`config.mk`:
```
export PLATFORM = sky130hd
export DESIGN_NAME = pc_fetch_ctrl
export DESIGN_NICKNAME = d
export VERILOG_FILES = /design/src/rtl/pc_fetch_ctrl.sv
export SDC_FILE = /design/constraint.sdc
export NUM_CORES = 1
export LEC_CHECK = 0
export ABC_AREA = 0
export CAP_MARGIN = 20
export CORE_ASPECT_RATIO = 0.6
export CORE_MARGIN = 2
export CORE_UTILIZATION = 44
export CTS_BUF_LIST = sky130_fd_sc_hd__clkbuf_16
export CTS_CLUSTER_DIAMETER = 120
export DETAILED_ROUTE_END_ITERATION = 8
export GPL_TIMING_DRIVEN = 0
export PLACE_DENSITY = 0.77
export SLEW_MARGIN = 20
export SYNTH_ARGS = -nofsm -noshare
export SYNTH_HDL_FRONTEND = slang
export SYNTH_SLANG_ARGS = --single-unit
```
`constraint.sdc`:
```
create_clock -name clk_i -period 2.8 [get_ports clk_i]
set_input_delay 0.7 -clock clk_i [delete_from_list [all_inputs] [get_ports clk_i]]
set_output_delay 0.7 -clock clk_i [all_outputs]
set_load 0.02 [all_outputs]
```
`src/rtl/pc_fetch_ctrl.sv`:
```
// pc_fetch_ctrl: program-counter register and instruction-fetch sequencer
// sitting directly upstream of the PC+4 Adder.
//
// The current PC is driven out on pc_o (Adder src1_i) and the Adder's sum
// comes back on seq_pc_i as the sequential next PC. This block never adds 4
// itself. One instruction-memory request is issued per PC.
//
// Handshake: imem_req_o is high in REQ whenever stall_i is low; a transfer
// happens in any cycle where imem_req_o && imem_ack_i, and imem_ack_i is
// ignored while imem_req_o is low. Completion is reported one cycle later as
// a single-cycle inst_valid_o pulse carrying inst_pc_o.
//
// Ports:
//   clk_i          clock, all state updates on the rising edge
//   rst_i          synchronous active-high reset
//   pc_o           current fetch PC (to Adder src1_i)
//   seq_pc_i       Adder sum (pc_o + 4)
//   redirect_i     branch/jump taken this cycle
//   redirect_pc_i  redirect target (must be word aligned)
//   stall_i        downstream cannot accept an instruction
//   imem_req_o     fetch request for pc_o
//   imem_ack_i     memory accepts/returns the request
//   inst_valid_o   one-cycle pulse: fetch of inst_pc_o completed
//   inst_pc_o      PC of the completed fetch
//   fetch_cnt_o    number of completed fetches (wraps)
//   err_o          sticky error flag (misaligned redirect or fetch timeout)
//
// Optional feature: define FETCH_TIMEOUT_EN to add a request-wait counter.
// A request left unacknowledged for TIMEOUT_CYC consecutive cycles sends the
// block to ERR. Without the macro REQ waits for ack indefinitely.

module pc_fetch_ctrl #(
   parameter logic [31:0] RESET_PC    = 32'h0000_0000,
   parameter int          TIMEOUT_CYC = 16
) (
   input  logic        clk_i,
   input  logic        rst_i,
   output logic [31:0] pc_o,
   input  logic [31:0] seq_pc_i,
   input  logic        redirect_i,
   input  logic [31:0] redirect_pc_i,
   input  logic        stall_i,
   output logic        imem_req_o,
   input  logic        imem_ack_i,
   output logic        inst_valid_o,
   output logic [31:0] inst_pc_o,
   output logic [31:0] fetch_cnt_o,
   output logic        err_o
);

   typedef enum logic [1:0] {
      BOOT = 2'd0,
      REQ  = 2'd1,
      ERR  = 2'd2
   } state_e;

   state_e      state_q, state_d;
   logic [31:0] pc_q, pc_d;
   logic        inst_valid_q, inst_valid_d;
   logic [31:0] inst_pc_q, inst_pc_d;
   logic [31:0] fetch_cnt_q, fetch_cnt_d;
   logic        err_q, err_d;
   logic        req;
   logic        xfer;

`ifdef FETCH_TIMEOUT_EN
   localparam int WAIT_W = $clog2(TIMEOUT_CYC + 1);
   logic [WAIT_W-1:0] wait_q, wait_d;
`endif

   assign req  = (state_q == REQ) && !stall_i;
   assign xfer = req && imem_ack_i;

   always_comb begin
      state_d      = state_q;
      pc_d         = pc_q;
      inst_valid_d = 1'b0;
      inst_pc_d    = inst_pc_q;
      fetch_cnt_d  = fetch_cnt_q;
      err_d        = err_q;
`ifdef FETCH_TIMEOUT_EN
      wait_d       = wait_q;
`endif
      unique case (state_q)
         BOOT: begin
            // Redirects are ignored here; the first request follows next cycle.
            state_d = REQ;
`ifdef FETCH_TIMEOUT_EN
            wait_d  = '0;
`endif
         end
         REQ: begin
            if (redirect_i) begin
               // Redirect outranks stall and squashes any same-cycle transfer.
               if (redirect_pc_i[1:0] == 2'b00) begin
                  pc_d = redirect_pc_i;
               end else begin
                  state_d = ERR;
                  err_d   = 1'b1;
               end
`ifdef FETCH_TIMEOUT_EN
               wait_d = '0;
`endif
            end else if (xfer) begin
               pc_d         = seq_pc_i;
               inst_valid_d = 1'b1;
               inst_pc_d    = pc_q;
               fetch_cnt_d  = fetch_cnt_q + 32'd1;
`ifdef FETCH_TIMEOUT_EN
               wait_d       = '0;
`endif
            end
`ifdef FETCH_TIMEOUT_EN
            else if (stall_i) begin
               wait_d = '0;
            end else if (wait_q == WAIT_W'(TIMEOUT_CYC - 1)) begin
               // wait_q counts earlier unacked cycles, so this is the
               // TIMEOUT_CYC-th one; an ack now would have taken the xfer branch.
               state_d = ERR;
               err_d   = 1'b1;
               wait_d  = '0;
            end else begin
               wait_d = wait_q + WAIT_W'(1);
            end
`endif
         end
         ERR: begin
            // Only reset leaves ERR.
         end
         default: begin
            state_d = ERR;
            err_d   = 1'b1;
         end
      endcase
   end

   always_ff @(posedge clk_i) begin
      if (rst_i) begin
         state_q      <= BOOT;
         pc_q         <= RESET_PC;
         inst_valid_q <= 1'b0;
         inst_pc_q    <= 32'h0;
         fetch_cnt_q  <= 32'h0;
         err_q        <= 1'b0;
`ifdef FETCH_TIMEOUT_EN
         wait_q       <= '0;
`endif
      end else begin
         state_q      <= state_d;
         pc_q         <= pc_d;
         inst_valid_q <= inst_valid_d;
         inst_pc_q    <= inst_pc_d;
         fetch_cnt_q  <= fetch_cnt_d;
         err_q        <= err_d;
`ifdef FETCH_TIMEOUT_EN
         wait_q       <= wait_d;
`endif
      end
   end

   assign pc_o         = pc_q;
   assign imem_req_o   = req;
   assign inst_valid_o = inst_valid_q;
   assign inst_pc_o    = inst_pc_q;
   assign fetch_cnt_o  = fetch_cnt_q;
   assign err_o        = err_q;

endmodule

```
After elaboration in Yosys (flattened, before gate mapping). Index checks and enable logic that the tools add are counted.

Output and inout bits: 99. Input bits: 69. ROM bits: 0. Word-level logic and storage cells: 38. Memories: 0. Flip-flop bits (word level): 100. RAM bits: 0. Bits in latches: 0.

Equal/unequal tests: 5. Add/sub/neg operators: 1. Bitwise logic cells: 4. Mux-type cells: 10. $mul: 0. Divide/modulo/power cells: 0. Reduce and logical (&&, ||, !) cells: 12. Shift operators: 0. $lt $le $gt $ge: 0.

Operators with widths (number): 32-bit two-way mux (3); 32-bit by 1-bit adder with 32-bit output (second input constant) (1); 3-bit AND reduction (4); 2-bit one-hot mux with 3 select lines (1); 2-bit zero test (2); 2-bit two-way mux (2); 2-bit != test (second input constant) (2); 1-bit NOT (4); 1-bit two-way mux (3); 3-bit OR reduction (1); 2-bit by 1-bit equality test with 1-bit output (second input constant) (1); 2-bit equality test (second input constant) (1); 1-bit logical AND (2); 2-bit by 1-bit != test with 1-bit output (second input constant) (1); 1-bit one-hot mux with 2 select lines (1); 2-bit nonzero test (1); 2-bit OR reduction (1); 1-bit zero test (1).

Longest topological paths before layout. Gate-level depths: netlist (run 1).

Depth after elaboration: 5. Mapped depth: 7. Depth with buffers taken out: 5.

Worst setup path before layout (run 1). No wires, ideal clock.

Kind: input to register. From: input redirect_i. To: register fetch_cnt_q[29] (netlist: fetch_cnt_o[29]). Setup slack: 0.651 ns. Stages: 6. Setup time: 0.123 ns. Path buffers: 2. Required time: 2.677 ns. Arrival: 2.026 ns. Path through: buf_2 -> nor2b_1 -> nand2_2 -> buf_6 -> nor4_4 -> mux2_1.

Word-level cells in the longest chain between the ends: 2.

RTL lines: start: declaration (line 40) `input logic redirect_i,`; 1-bit NOT (no source line); 3-bit AND reduction (no source line); end signal: assignment (line 153) `fetch_cnt_q <= fetch_cnt_d;`; end: declaration (line 61) `logic [31:0] fetch_cnt_q, fetch_cnt_d;`.

No other way between the ends. A chain may end at the register's enable or synchronous reset.

Worst setup path in the final report (run 1).
From: input stall_i. To: output imem_req_o.

Word-level cells in the longest chain between the ends: 2.

RTL lines: start: declaration (line 42) `input logic stall_i,`; 1-bit zero test (line 71) `assign req = (state_q == REQ) && !stall_i;`; 1-bit logical AND (line 71); end: declaration (line 43) `output logic imem_req_o,`.

No other way between the ends.

==> results of run 1 <==
## sequential cells by signal (all words and copies together) (netlist names)
| name | cells |
|---|---|
| state_q | 2 |
| pc_o | 32 |
| inst_pc_o | 32 |
| inst_valid_o | 1 |
| err_o | 1 |
| fetch_cnt_o | 32 |
## path summary, 6_finish.rpt
kind / from / to / cells after the start
max: stall_i / imem_req_o / 3
min: inst_pc_o[27] / inst_pc_o[27] / 2
max reg2reg: fetch_cnt_o[0] / fetch_cnt_o[24] / 5
min reg2reg: inst_pc_o[27] / inst_pc_o[27] / 2
## worst max-delay path: cells and delay by family
kind / cells / cell delay [ps]
and+or+nand+nor: 1 / 350
buffers and inverters: 2 / 870
## cells by family (layout without fill, tap and decap cells)
logic type,Yosys count,count (layout)
AO/OA/AOI/OAI,101,101
XOR/XNOR,8,8
adder cells (fa/ha/maj),1,1
buffers and inverters,40,221
flip-flops,100,100
multiplexers,39,39
AND/OR/NAND/NOR,201,201
## Yosys cell counts, types with 7 or more instances
cell type / number
sky130_fd_sc_hd__mux2i_1: 32
sky130_fd_sc_hd__dfxtp_1: 100
sky130_fd_sc_hd__nand4_1: 9
sky130_fd_sc_hd__o21ai_0: 7
sky130_fd_sc_hd__nand3_1: 7
sky130_fd_sc_hd__or4_1: 10
sky130_fd_sc_hd__nor2b_1: 9
sky130_fd_sc_hd__o31ai_1: 9
sky130_fd_sc_hd__buf_2: 10
sky130_fd_sc_hd__a211oi_1: 32
sky130_fd_sc_hd__a21oi_1: 50
sky130_fd_sc_hd__nor2_1: 50
sky130_fd_sc_hd__clkbuf_1: 16
sky130_fd_sc_hd__nand2_1: 78
## power by group
group / leakage, nW / switching [mW] / total (mW) / internal, mW
Sequential: 0.809 / 0.0321 / 1.49 / 1.46
Clock: 0.132 / 0.538 / 1.23 / 0.688
Combinational: 1.34 / 0.187 / 0.388 / 0.201
## area by class of cell
type                       instances  area, um^2  share of cell area (%)
multi-input combinational        350        2170                    33.4
sequential                       100        2000                    30.9
timing repair buffer             166        1660                    25.6
clock buffer                       9         225                    3.47
buffer                            37         185                    2.85
tap                              135         169                    2.60
clock inverter                     6        65.1                    1.00
inverter                           3        11.3                   0.174
## per-layer routing
metal	up-vias	track usage (%)	share of wire (%)
li1	2095	-	-
met1	2001	33.5	48
met2	164	37.9	44
met3	12	7.18	7.2
met4	0	6.88	1.2
met5	-	0	0
## what timing repair did
item                       4_1_cts  5_1_grt
setup endpoints to repair        1        0
hold endpoints to repair         0        0
gates resized for setup          1        0
hold buffers                     0        0
## stage by stage
stage	setup TNS, ps	setup WS, ps	util (%)	cells
after floorplan	0	651	-	490
after global placement	-279	-136	63.6	791
after detailed placement	-318	-108	63.6	791
after CTS	0	180	66.6	806
after global routing	0	90.8	66.6	806
final	0	178	66.6	806
==> implementation parameters, run 1 <==
Parameter                              Value

Worst setup path
  Longest individual stage delay on the worst path ... 490 ps
  Maximum fanout encountered on the critical timing path ... 7
  Worst setup path class ... in2out
  Crit path capture type ... output pin
  CP arrival ... 1920 ps
  Worst path cell trace ... clkdlybuf4s50_1 > nor3b_4 > dlygate4sd2_1
  Required time of the critical path ... 2100 ps
  R2R Setup Slk ... 750 ps
  Launching element type of the critical path ... input pin
  Cell with the largest stage delay on the worst path ... sky130_fd_sc_hd__clkdlybuf4s50_1

Power
  Leakage power ... 2.28 nW
  Tot Pwr ... 3.10 mW
  Worst supply voltage drop on vdd ... 334 uV
  Power density cells ... 478 mW/mm^2

Synthesis
  Combinational family with the most area after synthesis ... simple AND/OR/NAND/NOR gates
  Post-Synth Simple-Gate Area ... 24.5%
  Synthesized flop and latch total ... 100
  Post-synthesis async set-or-reset flop share ... 0%
  Number of flops mapped to enable cells by yosys ... 0
  Number of instances in the synthesized netlist ... 490
  Post-Synth Adder-Cell Area ... 0.286%
  Multiplexer share of the synthesized area ... 9.14%
  Most instantiated flip-flop cell in the synthesis netlist ... sky130_fd_sc_hd__dfxtp_1
  Portion of synthesized cell area occupied by the leading cell type ... 45.8%
  Number of nets produced by synthesis ... 560
  Share of the synthesized netlist area taken by xor and xnor gates ... 1.60%
  Mean instance size in the synthesized netlist ... 8.91 um^2
  Count of yosys warnings during synthesis ... 0
  Largest area contributor in the netlist ... sky130_fd_sc_hd__dfxtp_1
  Most area-consuming cells after synthesis ... sky130_fd_sc_hd__dfxtp_1 46%, sky130_fd_sc_hd__mux2i_1 7.3%, sky130_fd_sc_hd__nand2_1 6.7%, sky130_fd_sc_hd__a21oi_1 5.7%, sky130_fd_sc_hd__a211oi_1 5.5%
  Post-synthesis compound-gate area fraction ... 14.2%
  Fraction of the yosys area taken by sequential cells ... 45.8%
  Area of the mapped netlist ... 0.00437 mm^2
  Library cells used by synthesis ... 45

Timing
  Fin Clk Skew ... 5.15 ps
  Number of endpoints failing setup at the final stage ... 0
  Relative slew slack ... 46.0%
  Actual slew at the worst max-slew pin ... 810 ps
  Hold_ws ... 453 ps
  Final Critical Period ... 2620 ps
  Unrepaired setup endpoints after global routing ... false
  Final max-slew violation count ... 0
  Highest attainable clock frequency ... 0.381 GHz
  Hold violation count in the final report ... 0
  Tcrit/Tclk final ... 93.7%

Global routing
  Initial antenna violation count ... 0
  Maximum number of pins on one net before global-route repair ... 17
  Congestion Overflow GR ... 0
  Via count of the first global-routing pass ... 4099
  Global-route wire length before repair ... 20800 um
  Global-route usage over all layers ... 24.5%

Clock network
  Total number of clock tree sinks ... 100
  Number of buffers added for setup after CTS ... 0
  Clock insertion delay at the later pin of the skew report ... 340 ps
  Clock-pin slew reported for the worst setup and hold paths after clock tree synthesis ... 60 ps
  Clock tree from TritonCTS ... done
  Longest Clk Path Bufs ... 2
  Root Buffer Master ... sky130_fd_sc_hd__clkbuf_16
  Cts bufs inserted ... 9
  CTS H-tree lvls ... 3

Detailed routing
  Drt drc ... 0
  Post-detailed-route wirelength per cell ... 16.5 um
  Number of nets with antenna violations after detailed routing ... 0
  Total wire length ... 13300 um
  Mean number of vias per cell ... 5.30
  Number of DRC violations after detailed-routing iteration 0 ... 350
  Routed via count ... 4272
  Number of detailed-route iterations in the first pass ... 4

Floorplan
  I/O pin cnt ... 168
  Placeable Area ... 0.00974 mm^2
  Width of the die ... 133 um
  Die Area ... 0.0108 mm^2
  Placement Rows ... 28
  Height of the die ... 81.2 um
  Effective utilization at floorplan ... 44.8%

Finish
  NumNets Final ... 737
  Most common cell after layout, fill and taps aside ... sky130_fd_sc_hd__clkdlybuf4s50_1
  Diodes inserted ... 0
  Post-Layout Inst Area ... 0.00649 mm^2
  Filler cells ... 843
  Post-synthesis to final-layout area growth ... 48.5%
  Most used cells in the layout excluding fill and tap cells ... 165 x sky130_fd_sc_hd__clkdlybuf4s50_1, 100 x sky130_fd_sc_hd__dfxtp_1, 78 x sky130_fd_sc_hd__nand2_1, 50 x sky130_fd_sc_hd__a21oi_1, 50 x sky130_fd_sc_hd__nor2_1
  Layout cell share with drive strength beyond 1 ... 7.00%

Place
  Post-detailed-placement cell area ... 0.00620 mm^2
  Number of buffer cells added on primary ports ... 166
  Final GP Congestion ... 0.807
  Estimated wirelength of the detail-placed design ... 9990 um

Run
  Number of max-cap violations ... 0

Run status
  Outcome ... completed

Min path
  Type of the tightest min-delay check ... reg2reg
Power figures use the tool's default switching activity.
==> run 2: changes to the inputs <==
Settings changed: CAP_MARGIN 20 to unset.
==> results of run 2 <==
No change in the layout: final DEF, timing and power equal those of run 1.
==> run 3: changes to the inputs <==
Settings changed: CTS_CLUSTER_SIZE set to 8, TNS_END_PERCENT set to 30.
==> results of run 3 <==
No change in the layout: final DEF, timing and power equal those of run 1.
